### src/rtl/denoise_pkg.sv
// Shared types and helpers for the denoise frame sequencer.
package denoise_pkg;

   localparam int DEFAULT_CNT_WIDTH = 16;
   localparam int DEFAULT_ERR_WIDTH = 8;

   typedef enum logic [1:0] {
      ST_IDLE = 2'd0,
      ST_SYNC = 2'd1,
      ST_RUN  = 2'd2
   } seq_state_e;

   // Counters stick at all-ones instead of wrapping back to zero.
   function automatic logic [DEFAULT_ERR_WIDTH-1:0] sat_inc(input logic [DEFAULT_ERR_WIDTH-1:0] v);
      return (&v) ? v : v + 1'b1;
   endfunction

endpackage

### src/rtl/denoise_seq_pos_counter.sv
// Pixel/line position tracker for the sequencer; flags start, end of line and end of frame.
module denoise_seq_pos_counter
   import denoise_pkg::*;
#(
   parameter int CNT_WIDTH = DEFAULT_CNT_WIDTH
) (
   input  logic                 clk_i,
   input  logic                 rst_i,
   input  logic                 clr_i,
   input  logic                 adv_i,
   input  logic [CNT_WIDTH-1:0] line_len_i,
   input  logic [CNT_WIDTH-1:0] line_cnt_i,
   output logic                 is_sof_o,
   output logic                 is_eol_o,
   output logic                 is_eof_o
);

   logic [CNT_WIDTH-1:0] x_q, x_d;
   logic [CNT_WIDTH-1:0] y_q, y_d;

   assign is_sof_o = (x_q == '0) && (y_q == '0);
   assign is_eol_o = (x_q == line_len_i - 1'b1);
   assign is_eof_o = is_eol_o && (y_q == line_cnt_i - 1'b1);

   always_comb begin
      x_d = x_q;
      y_d = y_q;
      if (clr_i) begin
         x_d = '0;
         y_d = '0;
      end else if (adv_i) begin
         if (is_eol_o) begin
            x_d = '0;
            y_d = is_eof_o ? '0 : y_q + 1'b1;
         end else begin
            x_d = x_q + 1'b1;
         end
      end
   end

   always_ff @(posedge clk_i or posedge rst_i) begin
      if (rst_i) begin
         x_q <= '0;
         y_q <= '0;
      end else begin
         x_q <= x_d;
         y_q <= y_d;
      end
   end

endmodule

### src/rtl/denoise_frame_sequencer.sv
// Aligns prev/curr frame streams on SOF and forwards lockstep pixel pairs with regenerated tuser/tlast.
// Optional stall watchdog and timeout_flag port are built when DENOISE_SEQ_TIMEOUT_EN is defined.
module denoise_frame_sequencer
   import denoise_pkg::*;
#(
   parameter int DATA_WIDTH = 32,
   parameter int CNT_WIDTH  = DEFAULT_CNT_WIDTH,
   parameter int ERR_WIDTH  = DEFAULT_ERR_WIDTH
`ifdef DENOISE_SEQ_TIMEOUT_EN
   , parameter int TIMEOUT_CYCLES = 65535
`endif
) (
   input  logic                  aclk,
   input  logic                  areset,
   input  logic                  cfg_enable,
   input  logic [CNT_WIDTH-1:0]  cfg_line_len,
   input  logic [CNT_WIDTH-1:0]  cfg_line_cnt,
   input  logic [DATA_WIDTH-1:0] s_prev_axis_tdata,
   input  logic                  s_prev_axis_tvalid,
   output logic                  s_prev_axis_tready,
   input  logic                  s_prev_axis_tlast,
   input  logic                  s_prev_axis_tuser,
   input  logic [DATA_WIDTH-1:0] s_curr_axis_tdata,
   input  logic                  s_curr_axis_tvalid,
   output logic                  s_curr_axis_tready,
   input  logic                  s_curr_axis_tlast,
   input  logic                  s_curr_axis_tuser,
   output logic [DATA_WIDTH-1:0] m_prev_axis_tdata,
   output logic                  m_prev_axis_tvalid,
   input  logic                  m_prev_axis_tready,
   output logic                  m_prev_axis_tlast,
   output logic                  m_prev_axis_tuser,
   output logic [DATA_WIDTH-1:0] m_curr_axis_tdata,
   output logic                  m_curr_axis_tvalid,
   input  logic                  m_curr_axis_tready,
   output logic                  m_curr_axis_tlast,
   output logic                  m_curr_axis_tuser,
   output logic                  frame_done,
   output logic [ERR_WIDTH-1:0]  sync_err_cnt,
   output logic [ERR_WIDTH-1:0]  line_err_cnt,
   output logic                  cfg_err,
`ifdef DENOISE_SEQ_TIMEOUT_EN
   output logic                  timeout_flag,
`endif
   output logic                  busy
);

   seq_state_e           state_q, state_d;
   logic [CNT_WIDTH-1:0] line_len_q, line_len_d;
   logic [CNT_WIDTH-1:0] line_cnt_q, line_cnt_d;
   logic [ERR_WIDTH-1:0] sync_err_q, sync_err_d;
   logic [ERR_WIDTH-1:0] line_err_q, line_err_d;
   logic                 cfg_err_q, cfg_err_d;

   logic in_sync, in_run, cfg_ok, prev_sof, curr_sof;
   logic both_valid, both_ready, sof_err, fwd_ok, xfer, eol_bad;
   logic is_sof, is_eol, is_eof;
   logic timeout_hit;

   assign in_sync    = (state_q == ST_SYNC);
   assign in_run     = (state_q == ST_RUN);
   assign cfg_ok     = cfg_enable && (cfg_line_len != '0) && (cfg_line_cnt != '0);
   assign prev_sof   = s_prev_axis_tvalid && s_prev_axis_tuser;
   assign curr_sof   = s_curr_axis_tvalid && s_curr_axis_tuser;
   assign both_valid = s_prev_axis_tvalid && s_curr_axis_tvalid;
   assign both_ready = m_prev_axis_tready && m_curr_axis_tready;
   // A stray SOF blocks the pair on both sides so nothing leaks to the core before realignment.
   assign sof_err    = in_run && (prev_sof || curr_sof) && !is_sof;
   assign fwd_ok     = in_run && both_valid && !sof_err;
   assign xfer       = fwd_ok && both_ready;
   assign eol_bad    = (s_prev_axis_tlast != is_eol) || (s_curr_axis_tlast != is_eol);

   denoise_seq_pos_counter #(.CNT_WIDTH(CNT_WIDTH)) u_pos (
      .clk_i      (aclk),
      .rst_i      (areset),
      .clr_i      (!in_run),
      .adv_i      (xfer),
      .line_len_i (line_len_q),
      .line_cnt_i (line_cnt_q),
      .is_sof_o   (is_sof),
      .is_eol_o   (is_eol),
      .is_eof_o   (is_eof)
   );

`ifdef DENOISE_SEQ_TIMEOUT_EN
   logic [31:0] stall_q, stall_d;
   logic        timeout_q, timeout_d;

   assign timeout_hit  = in_run && !xfer && (stall_q == 32'(TIMEOUT_CYCLES - 1));
   assign timeout_flag = timeout_q;

   always_comb begin
      stall_d   = (in_run && !xfer && !timeout_hit) ? stall_q + 32'd1 : '0;
      timeout_d = timeout_q;
      if ((state_q == ST_IDLE) && cfg_ok) timeout_d = 1'b0;
      else if (timeout_hit)               timeout_d = 1'b1;
   end

   always_ff @(posedge aclk or posedge areset) begin
      if (areset) begin
         stall_q   <= '0;
         timeout_q <= 1'b0;
      end else begin
         stall_q   <= stall_d;
         timeout_q <= timeout_d;
      end
   end
`else
   assign timeout_hit = 1'b0;
`endif

   always_comb begin
      state_d    = state_q;
      line_len_d = line_len_q;
      line_cnt_d = line_cnt_q;
      sync_err_d = sync_err_q;
      line_err_d = line_err_q;
      cfg_err_d  = (state_q == ST_IDLE) && cfg_enable && !cfg_ok;
      case (state_q)
         ST_IDLE: if (cfg_ok) begin
            state_d    = ST_SYNC;
            line_len_d = cfg_line_len;
            line_cnt_d = cfg_line_cnt;
         end
         ST_SYNC: if (!cfg_ok) begin
            state_d = ST_IDLE;
         end else if (prev_sof && curr_sof) begin
            state_d    = ST_RUN;
            line_len_d = cfg_line_len;
            line_cnt_d = cfg_line_cnt;
         end
         ST_RUN: if (sof_err) begin
            sync_err_d = sat_inc(sync_err_q);
            state_d    = ST_SYNC;
         end else if (xfer) begin
            if (eol_bad) line_err_d = sat_inc(line_err_q);
            if (is_eof)  state_d    = cfg_ok ? ST_SYNC : ST_IDLE;
         end else if (timeout_hit) begin
            state_d = ST_SYNC;
         end
         default: state_d = ST_IDLE;
      endcase
   end

   always_ff @(posedge aclk or posedge areset) begin
      if (areset) begin
         state_q    <= ST_IDLE;
         line_len_q <= '0;
         line_cnt_q <= '0;
         sync_err_q <= '0;
         line_err_q <= '0;
         cfg_err_q  <= 1'b0;
      end else begin
         state_q    <= state_d;
         line_len_q <= line_len_d;
         line_cnt_q <= line_cnt_d;
         sync_err_q <= sync_err_d;
         line_err_q <= line_err_d;
         cfg_err_q  <= cfg_err_d;
      end
   end

   // In SYNC, non-SOF beats are discarded and an SOF beat is held until the other stream has one too.
   assign s_prev_axis_tready = in_sync ? !prev_sof : xfer;
   assign s_curr_axis_tready = in_sync ? !curr_sof : xfer;

   assign m_prev_axis_tdata  = in_run ? s_prev_axis_tdata : '0;
   assign m_curr_axis_tdata  = in_run ? s_curr_axis_tdata : '0;
   assign m_prev_axis_tvalid = fwd_ok;
   assign m_curr_axis_tvalid = fwd_ok;
   assign m_prev_axis_tuser  = in_run && is_sof;
   assign m_curr_axis_tuser  = in_run && is_sof;
   assign m_prev_axis_tlast  = in_run && is_eol;
   assign m_curr_axis_tlast  = in_run && is_eol;

   assign frame_done   = xfer && is_eof;
   assign sync_err_cnt = sync_err_q;
   assign line_err_cnt = line_err_q;
   assign cfg_err      = cfg_err_q;
   assign busy         = in_sync || in_run;

endmodule

### config.mk
export PLATFORM = sky130hd
export DESIGN_NAME = denoise_frame_sequencer
export DESIGN_NICKNAME = d
export VERILOG_FILES = /design/src/rtl/denoise_pkg.sv /design/src/rtl/denoise_seq_pos_counter.sv /design/src/rtl/denoise_frame_sequencer.sv
export SDC_FILE = /design/constraint.sdc
export NUM_CORES = 1
export LEC_CHECK = 0
export CAP_MARGIN = 30
export CORE_MARGIN = 8
export CORE_UTILIZATION = 25
export CTS_CLUSTER_DIAMETER = 100
export DETAILED_ROUTE_END_ITERATION = 16
export PLACE_DENSITY = 0.49
export SYNTH_ARGS = -nofsm -noshare
export SYNTH_HDL_FRONTEND = slang
export SYNTH_SLANG_ARGS = --single-unit
### constraint.sdc
create_clock -name aclk -period 4.5 [get_ports aclk]
set_input_delay 0.675 -clock aclk [delete_from_list [all_inputs] [get_ports aclk]]
set_output_delay 0.675 -clock aclk [all_outputs]
set_load 0.03 [all_outputs]
After elaboration in Yosys (flattened, before gate mapping)
Cells that the tools add are included.
{"block": "word_totals", "register_bits": 83, "latch_bits": 0, "mem_bits_rw": 0, "romBits": 0, "inputBits": 107, "out_inout_bits": 91, "wordCells": 98, "mem_count": 0}
{"block": "op_classes", "n_addsub": 6, "multipliers": 0, "div": 0, "n_lt_le_gt_ge": 0, "eq_ne": 14, "n_shift": 0, "muxes": 27, "bitwise_logic": 3, "reduce_logical": 40}
{"operator": "16-bit 2-to-1 mux", "count": 13}
{"operator": "32-bit 2-to-1 mux", "count": 2}
{"operator": "16-bit one-hot mux with 2 select lines", "count": 2}
{"operator": "16-bit by 1-bit adder with 16-bit output, second input constant", "count": 2}
{"operator": "16-bit equality test", "count": 2}
{"operator": "16-bit logical NOT", "count": 2}
{"operator": "16-bit nonzero test", "count": 2}
{"operator": "16-bit by 1-bit subtractor with 16-bit output, second input constant", "count": 2}
{"operator": "1-bit logical AND", "count": 19}
{"operator": "8-bit by 1-bit adder with 8-bit output, second input constant", "count": 2}
{"operator": "8-bit AND reduction", "count": 2}
{"operator": "2-bit 2-to-1 mux", "count": 6}
{"operator": "2-bit by 1-bit != test with 1-bit output, second input constant", "count": 4}
{"operator": "4-bit AND reduction", "count": 2}
{"operator": "3-bit by 1-bit != test with 1-bit output, second input constant", "count": 2}
{"operator": "2-bit one-hot mux with 3 select lines", "count": 1}
{"operator": "1-bit logical NOT", "count": 5}
{"operator": "5-bit AND reduction", "count": 1}
{"operator": "1-bit logical OR", "count": 3}
{"operator": "1-bit 2-to-1 mux", "count": 3}
{"operator": "3-bit by 2-bit != test with 1-bit output, second input constant", "count": 1}
{"operator": "1-bit NOT", "count": 3}
{"operator": "3-bit AND reduction", "count": 1}
{"operator": "2-bit by 1-bit equality test with 1-bit output, second input constant", "count": 1}
{"operator": "6 further kinds", "count": 7}

Depth between registers and ports, before layout
Gate-level depths: netlist of the first run.
{"block": "logic_depth", "word_depth": 10, "mapped_depth": 13, "mapped_depth_nobuf": 10}

Modules after synthesis
From an unflattened synthesis of the first run, not the netlist that was laid out.
{"block": "hier_totals", "hier_cells": 643, "area_unflattened_um2": 5941.9}
{"module": "denoise_seq_pos_counter", "n_inst": 1, "cells_each": 393, "area_each_um2": 3158.0}
{"module": "denoise_frame_sequencer", "n_inst": 1, "cells_each": 250, "area_each_um2": 2783.9}

Worst setup path before layout of the first run
No wires, ideal clock.
{"block": "synth_path", "path_type": "flip-flop to output port", "startpoint": "reg line_len_q[0]", "endpoint": "out frame_done", "arrival_time_ns": 3.330, "setup_slack_ns": 0.495, "path_stages_with_launch": 13, "path_buffers": 3, "path_cell_list": "dfrtp_1 -> buf_2 -> inv_1 -> ha_1 -> or3b_2 -> nor4b_1 -> mux2_2 -> o41a_1 -> a211oi_1 -> nand4_1 -> clkbuf_1 -> clkbuf_1 -> nor2_1"}
{"block": "synth_between", "elab_chain_len": 4}
{"element": "start: declaration", "line_no": "denoise_frame_sequencer.sv:49", "text": "logic [CNT_WIDTH-1:0] line_len_q, line_len_d;"}
{"element": "start signal: assignment", "line_no": "denoise_frame_sequencer.sv:155", "text": "line_len_q <= line_len_d;"}
{"element": "16-bit by 1-bit subtractor with 16-bit output", "line_no": "denoise_seq_pos_counter.sv:22", "text": "assign is_eol_o = (x_q == line_len_i - 1'b1);"}
{"element": "16-bit equality test", "line_no": "denoise_seq_pos_counter.sv:22"}
{"element": "1-bit logical AND", "line_no": "denoise_seq_pos_counter.sv:23", "text": "assign is_eof_o = is_eol_o && (y_q == line_cnt_i - 1'b1);"}
{"element": "1-bit logical AND", "line_no": "denoise_frame_sequencer.sv:176", "text": "assign frame_done = xfer && is_eof;"}
{"element": "end: declaration", "line_no": "denoise_frame_sequencer.sv:38", "text": "output logic frame_done,"}
Every way passes these cells.

Final worst setup path of the first run
{"block": "layout_path", "startpoint": "reg u_pos.x_q[0]", "endpoint": "out m_curr_axis_tvalid"}
{"block": "layout_between", "elab_chain_len": 6}
{"element": "start: declaration", "line_no": "denoise_seq_pos_counter.sv:18", "text": "logic [CNT_WIDTH-1:0] x_q, x_d;"}
{"element": "start signal: assignment", "line_no": "denoise_seq_pos_counter.sv:43", "text": "x_q <= '0;"}
{"element": "start signal: assignment", "line_no": "denoise_seq_pos_counter.sv:46", "text": "x_q <= x_d;"}
{"element": "16-bit logical NOT", "line_no": "denoise_seq_pos_counter.sv:21", "text": "assign is_sof_o = (x_q == '0) && (y_q == '0);"}
{"element": "1-bit logical AND", "line_no": "denoise_seq_pos_counter.sv:21"}
{"element": "1-bit logical NOT", "line_no": "denoise_frame_sequencer.sv:68", "text": "assign sof_err = in_run && (prev_sof || curr_sof) && !is_sof;"}
{"element": "1-bit logical AND", "line_no": "denoise_frame_sequencer.sv:68"}
{"element": "1-bit logical NOT", "line_no": "denoise_frame_sequencer.sv:69", "text": "assign fwd_ok = in_run && both_valid && !sof_err;"}
{"element": "1-bit logical AND", "line_no": "denoise_frame_sequencer.sv:69"}
{"element": "end: declaration", "line_no": "denoise_frame_sequencer.sv:34", "text": "output logic m_curr_axis_tvalid,"}
Every way passes these cells.

==> results of run 1 <==
==> final timing paths <==
path	depth (start not counted)	slack [ns]	endpoint	startpoint
worst max-delay path	8	0.34	m_curr_axis_tvalid	u_pos.x_q[0]
worst min-delay path	1	0.50	line_err_cnt[6]	line_err_cnt[6]
worst max register to register	9	0.55	line_err_cnt[1]	line_len_q[0]
worst min register to register	1	0.50	line_err_cnt[6]	line_err_cnt[6]
max in group asynchronous	3	2.95	line_cnt_q[6]	areset
min in group asynchronous	2	0.74	sync_err_cnt[5]	areset
==> flip-flops by register name, summed over array words and instances (netlist names) <==
register and cells:
sync_err_cnt 8, state_q 2, line_cnt_q 16, u_pos.x_q 16
line_err_cnt 8, line_len_q 16, cfg_err 1, u_pos.y_q 16
==> where the power goes <==
group          leakage (uW)  switching, uW  total [uW]  internal [uW]
Sequential          0.00109            256        1160            902
Clock              0.000179            326         914            588
Combinational       0.00215            675        1330            652
Total               0.00341           1260        3400           2140
==> per-stage QoR <==
step	std cells	hold slack (ns)	power (uW)	util	setup slack, ns
floorplan	723	0.501	2040	-	0.495
global placement	1210	0.482	2490	0.349	0.263
detailed placement	1210	0.483	2480	0.349	0.294
CTS	1226	0.496	3420	0.363	0.176
global route	1227	0.510	3610	0.363	0.161
finish	1227	0.496	3400	0.363	0.342
==> routing by layer <==
metal  part of all wire  global-route usage
met5                  0                   0
met2               0.41               0.211
met3               0.10              0.0619
met1               0.48               0.194
met4              0.013              0.0381
==> critical path, cell delays in order (launching register included) <==
cell	delay, ns
dfrtp_1	0.47
inv_1	0.09
ha_1	0.13
nor4bb_1	0.30
nand4_1	0.25
o21ai_0	0.53
and2_1	0.34
and3_1	0.30
clkdlybuf4s50_1	0.72
==> kinds of logic after synthesis <==
kind of cell / synth area share
AND/OR/NAND/NOR: 0.331
AO/OA/AOI/OAI: 0.115
flip-flops: 0.337
buffers and inverters: 0.0508
XOR/XNOR: 0.0683
multiplexers: 0.0724
adder cells (fa/ha/maj): 0.0244
==> what timing repair did <==
action / 4_1_cts / 5_1_grt
setup endpoints to repair: 2 / 2
endpoints found under the hold margin: 0 / 0
gates resized for setup: 2 / 4
hold buffers: 0 / 0
==> area by class of cell <==
cell class / instances / area (um2)
antenna: 1 / 2.50
clock buffer: 12 / 267
clock inverter: 4 / 95.1
fill: 2555 / 15400
inverter: 20 / 76.3
multi-input combinational: 565 / 3770
sequential: 83 / 2080
tap: 324 / 405
timing repair buffer: 218 / 2120
==> synthesized netlist by cell type (21+ instances only) <==
cell / instances
a21oi_1: 32
xnor2_1: 24
o21ai_0: 26
nor2_1: 32
mux2_2: 36
clkbuf_1: 44
and3_1: 21
nand3_1: 34
nor3_1: 26
dfrtp_1: 83
nand2_1: 49
and2_1: 69
nor4_1: 28
xor2_1: 24
==> impl_metrics.ini, run 1 <==
[synthesis]
syn_avg_cell_area_um2 = 8.51
yosys_warnings = 0
synthArstFlopShare = 1.00
synthFlopType = dfrtp_1
synth.top_cell.area_share = 0.337
seq_area_frac_synth = 0.337
yosysTopAreaCell = dfrtp_1
syn_area_mm2 = 0.00615
synth_cell_type_count = 64
synth.area.top_cells = dfrtp_1 (34%), and2_1 (7.0%), mux2_2 (6.6%), xnor2_1 (3.4%), xor2_1 (3.4%)
synth-edff-count = 0
synth_nets = 842
syn_inst = 723
ys_ff_latch = 83

[sta]
fmax_mhz = 241
slew_viol_final = 0
setup_violations = 0
rsz0062_at_grt = false
finalHoldViolCount = 0
slew_headroom = 0.537
final.setup.tns_ns = 0
worstMarginPinSlew_ns = 0.690
clock_skew_ns = 0.0108
fin_crit_sh = 0.924
period_needed_ns = 4.16

[clock_network]
post_cts_buffers = 0
clk_pin_slew_ns = 0.06
clockRootBuffer = clkbuf_16
cts_tree = built
cts_max_path_buffers = 2
h-tree-depth = 3
cts_buffers = 9
cts_sinks = 83
clk_latency_ns = 0.35

[die]
die_h_um = 173
initial_core_util = 0.254
core_area_mm2 = 0.0242
dieArea_mm2 = 0.0299
rows = 57
die_x_um = 173
num_io_pins = 198

[layout]
nets = 1016
syn_to_final_growth_pct = 43.1
layout_commonest_cell = clkdlybuf4s50_1
drive_gt1_frac = 0.0998
layout_common_cells = clkdlybuf4s50_1 (194), dfrtp_1 (83), and2_1 (69)
final_area_mm2 = 0.00881

[detailed_routing]
dr.first_iter.drc_count = 383
detail_route.vias_per_cell = 4.93
drc = 0
wirelength_mm = 22.2
ant_nets = 0
wl_per_cell_um = 18.1
vias = 6055
first_pass_iters = 5

[grt]
grt_max_degree = 54
grt.total_usage = 0.145
grt_remaining_overflow = 0
grt_pass1_vias = 6083
antenna_found_initial = 1
grt_pass1_wl_mm = 34.8

[pwr]
power_leakage_uw = 0.00341
p_per_area_mw_per_mm2 = 386
ir_drop_v = 0.000198

[worst_hold_path]
worstHoldPathType = flip-flop to flip-flop

[place]
hpwl_mm = 17.3
routabilityCongestion = 0.887
portBuffers = 197
placed_cell_area_mm2 = 0.00845

[setup_path]
cp.arrival_ns = 3.48
start_kind = flip-flop
end_kind = output pin
critical_path_class = flip-flop to output pin
cp.required_ns = 3.83
critical_path.max_fanout = 7

[run]
cap_viol_max_count = 0

[outcome]
status = finished clean
No activity file was read; power rests on OpenSTA's default activity.
==> run 2: changes to the inputs <==
Settings changed: CAP_MARGIN 30 to 20.
==> results of run 2 <==
The final DEF is identical to that of run 1; final timing and power are the same.
==> run 3: changes to the inputs <==
Settings changed: CAP_MARGIN 20 to not set.
==> results of run 3 <==
The final DEF is identical to that of run 1; final timing and power are the same.
==> RTL change, RTL diff (flow settings as in run 1) <==
Re-encode `seq_state_e` (3 states) as one-hot, 3 bits wide.
--- a/src/rtl/denoise_pkg.sv
+++ b/src/rtl/denoise_pkg.sv
@@ -4,10 +4,10 @@
    localparam int DEFAULT_CNT_WIDTH = 16;
    localparam int DEFAULT_ERR_WIDTH = 8;
 
-   typedef enum logic [1:0] {
-      ST_IDLE = 2'd0,
-      ST_SYNC = 2'd1,
-      ST_RUN  = 2'd2
+   typedef enum logic [2:0] {
+      ST_IDLE = 3'b001,
+      ST_SYNC = 3'b010,
+      ST_RUN  = 3'b100
    } seq_state_e;
 
    // Counters stick at all-ones instead of wrapping back to zero.
Behaviour: no difference found for any inputs over 4 cycles, from zero or initial values and one cycle with areset high; so few cycles prove little.
==> RTL change against run 1 <==
Fmax decreased by 1.8%. Sequential cell count rose by 1. Area after synthesis shrank 3.9%. Core utilization grew 0.50 points. Non-clock buffer count fell by 7. Total power is 24% lower. Worst setup slack lost 77 ps. Register-to-register slack improved by 300 ps. Wire length fell by 3.0%. Sequential power is 11% lower. Cell area decreased by 2.5%. Largest cell class unchanged.
==> RTL change: results (changes against run 1) <==
stage,metric,value,unit,change
run_status,outcome,"complete, no violations",,
cts,clock tree buffer depth,2,,unchanged
detailed_routing,final wirelength,21500,um,-3.0%
placed_design,port buffer count,197,,unchanged
logic_synthesis,synth cell count leaders,"dfrtp_1 (83), and3_1 (74), nand2_1 (52), nor2_1 (39)",,
global_routing,M1 GR Usage,20.6,%,+1.2 points
final_layout,# fillers,2398,,-6.1%
final_layout,number of inserted diodes,0,,-1
placed_design,detailed placement HPWL,16700,um,-3.8%
placed_design,dpl ws,408,ps,+114 ps
global_routing,Total Routing Usage GR,14.7,%,+0.16 points
critical_path,flop2flop setup slack,850,ps,+300 ps
logic_synthesis,"Seq/Total Area, Yosys",35.6,%,+1.8 points
sta,setup ws final,265,ps,-76.9 ps
cts,H-tree Lvls,3,,unchanged
placed_design,dpl cells,1165,,-3.7%
global_routing,vias in the first global route,5767,,-5.2%
detailed_routing,drt pass-1 iters,5,,unchanged
critical_path,"delay-heaviest family, CP",simple AND/OR/NAND/NOR gates,,
detailed_routing,initial DRC count,383,,unchanged
critical_path,Worst Path Max Fanout,6,,-1
detailed_routing,DR WL met3,882,um,-61%
sta,Min Hold Slack,499,ps,+3.10 ps
placed_design,GP Congestion,0.827,,-6.7%
cts,Num CTS Buffers,9,,unchanged
detailed_routing,Routed WL per cell,18.2,um,+0.78%
logic_synthesis,area share of the largest cell type after synthesis,35.1,%,+1.4 points
global_routing,met3 usage,2.88,%,-3.3 points
critical_path,Worst EP arrival,3560,ps,+80 ps
cts,"CTS clk-pin slew, worst paths",70,ps,
detailed_routing,met2 WL,10000,um,+11%
final_layout,final instance area,8590,um^2,-2.5%
detailed_routing,Post-Route M1 WL,10300,um,-2.7%
global_routing,largest net degree at the start of global routing,70,,+30%
logic_synthesis,ranking of synthesized cells by area,"dfrtp_1 (35%), and3_1 (7.8%), mux2_2 (6.9%)",,
cts,clk root buf,clkbuf_16,,
final_layout,Nets,972,,-4.3%
cts,worst-skew pair later-pin latency,350,ps,about the same
detailed_routing,via/cell ratio,4.89,,-0.96%
logic_synthesis,Async SR Flop Fraction,100,%,unchanged
final_layout,layout cells sized above 1,10.2,%,+0.23 points
logic_synthesis,Syn. warnings,0,,unchanged
critical_path,Crit-path slowest cell,or4b_2,,
global_routing,M2 GR Usage,22.8,%,+1.7 points
sta,Worst slew margin,26.4,%,-27 points
logic_synthesis,Syn Inst Count,678,,-6.2%
global_routing,first-pass GRT wire length,33800,um,-2.9%
logic_synthesis,syn_nets,793,,-5.8%
power,VDD IR max,0.232,mV,+17%
placed_design,area post-placement,8240,um^2,-2.5%
logic_synthesis,Yosys cell types,64,,unchanged
power,P_int,1.73,mW,-19%
logic_synthesis,top_reg_cell synth,dfrtp_1,,
sta,Final Skew,11.8,ps,+0.993 ps
global_routing,antenna violations before repair,0,,-1
power,static leakage,3.56,nW,+4.3%
worst_hold_path,Worst Hold Class,reg -> reg,,
critical_path,slowest cell delay on critical path,650,ps,-70 ps
==> RTL change: power groups by stage <==
stage          Clock [mW]  Combinational [mW]  Sequential (mW)
6_report            0.844               0.708             1.03
5_1_grt             0.901               0.791             1.06
2_1_floorplan           0               0.518            0.974
4_1_cts             0.873               0.708             1.03
3_3_place_gp            0               0.703             1.04
3_5_place_dp            0               0.703             1.05
==> RTL change: final timing paths <==
path | from | end | depth (start not counted)
max reg2reg | line_len_q[2]$_DFFE_PP0P_ | line_err_cnt[1]$_DFFE_PP0P_ | 9
min reg2reg | line_err_cnt[7]$_DFFE_PP0P_ | line_err_cnt[7]$_DFFE_PP0P_ | 1
max | line_cnt_q[0]$_DFFE_PP0P_ | frame_done | 12
max in group asynchronous | areset | line_cnt_q[10]$_DFFE_PP0P_ | 3
min | line_err_cnt[7]$_DFFE_PP0P_ | line_err_cnt[7]$_DFFE_PP0P_ | 1
min in group asynchronous | areset | sync_err_cnt[0]$_DFFE_PP0P_ | 2
==> RTL change: cell type report <==
cell class | instances | share of cell area, %
Clock buffer | 9 | 2.62
Clock inverter | 7 | 1.21
Inverter | 21 | 0.932
Multi-Input combinational cell | 530 | 41.8
Sequential cell | 84 | 24.5
Tap cell | 319 | 4.65
Timing Repair Buffer | 211 | 24.3
==> RTL change: what timing repair did <==
action,in CTS,in global routing
resized for setup,0,4
endpoints found under the setup margin,0,2
setup buffers,0,0
==> RTL change: kinds of logic (layout without fill, tap and decap cells) <==
kind of cell	count (synthesis)	in the layout	synth area share [%]
and+or+nand+nor	328	328	31.2
DFF	84	84	35.6
buffers and inverters	64	248	4.32
xor gates and xnor gates	56	56	8.30
adders and majority gates	8	8	1.69
AOI/OAI and AO/OA	99	99	11.6
muxes	39	39	7.37
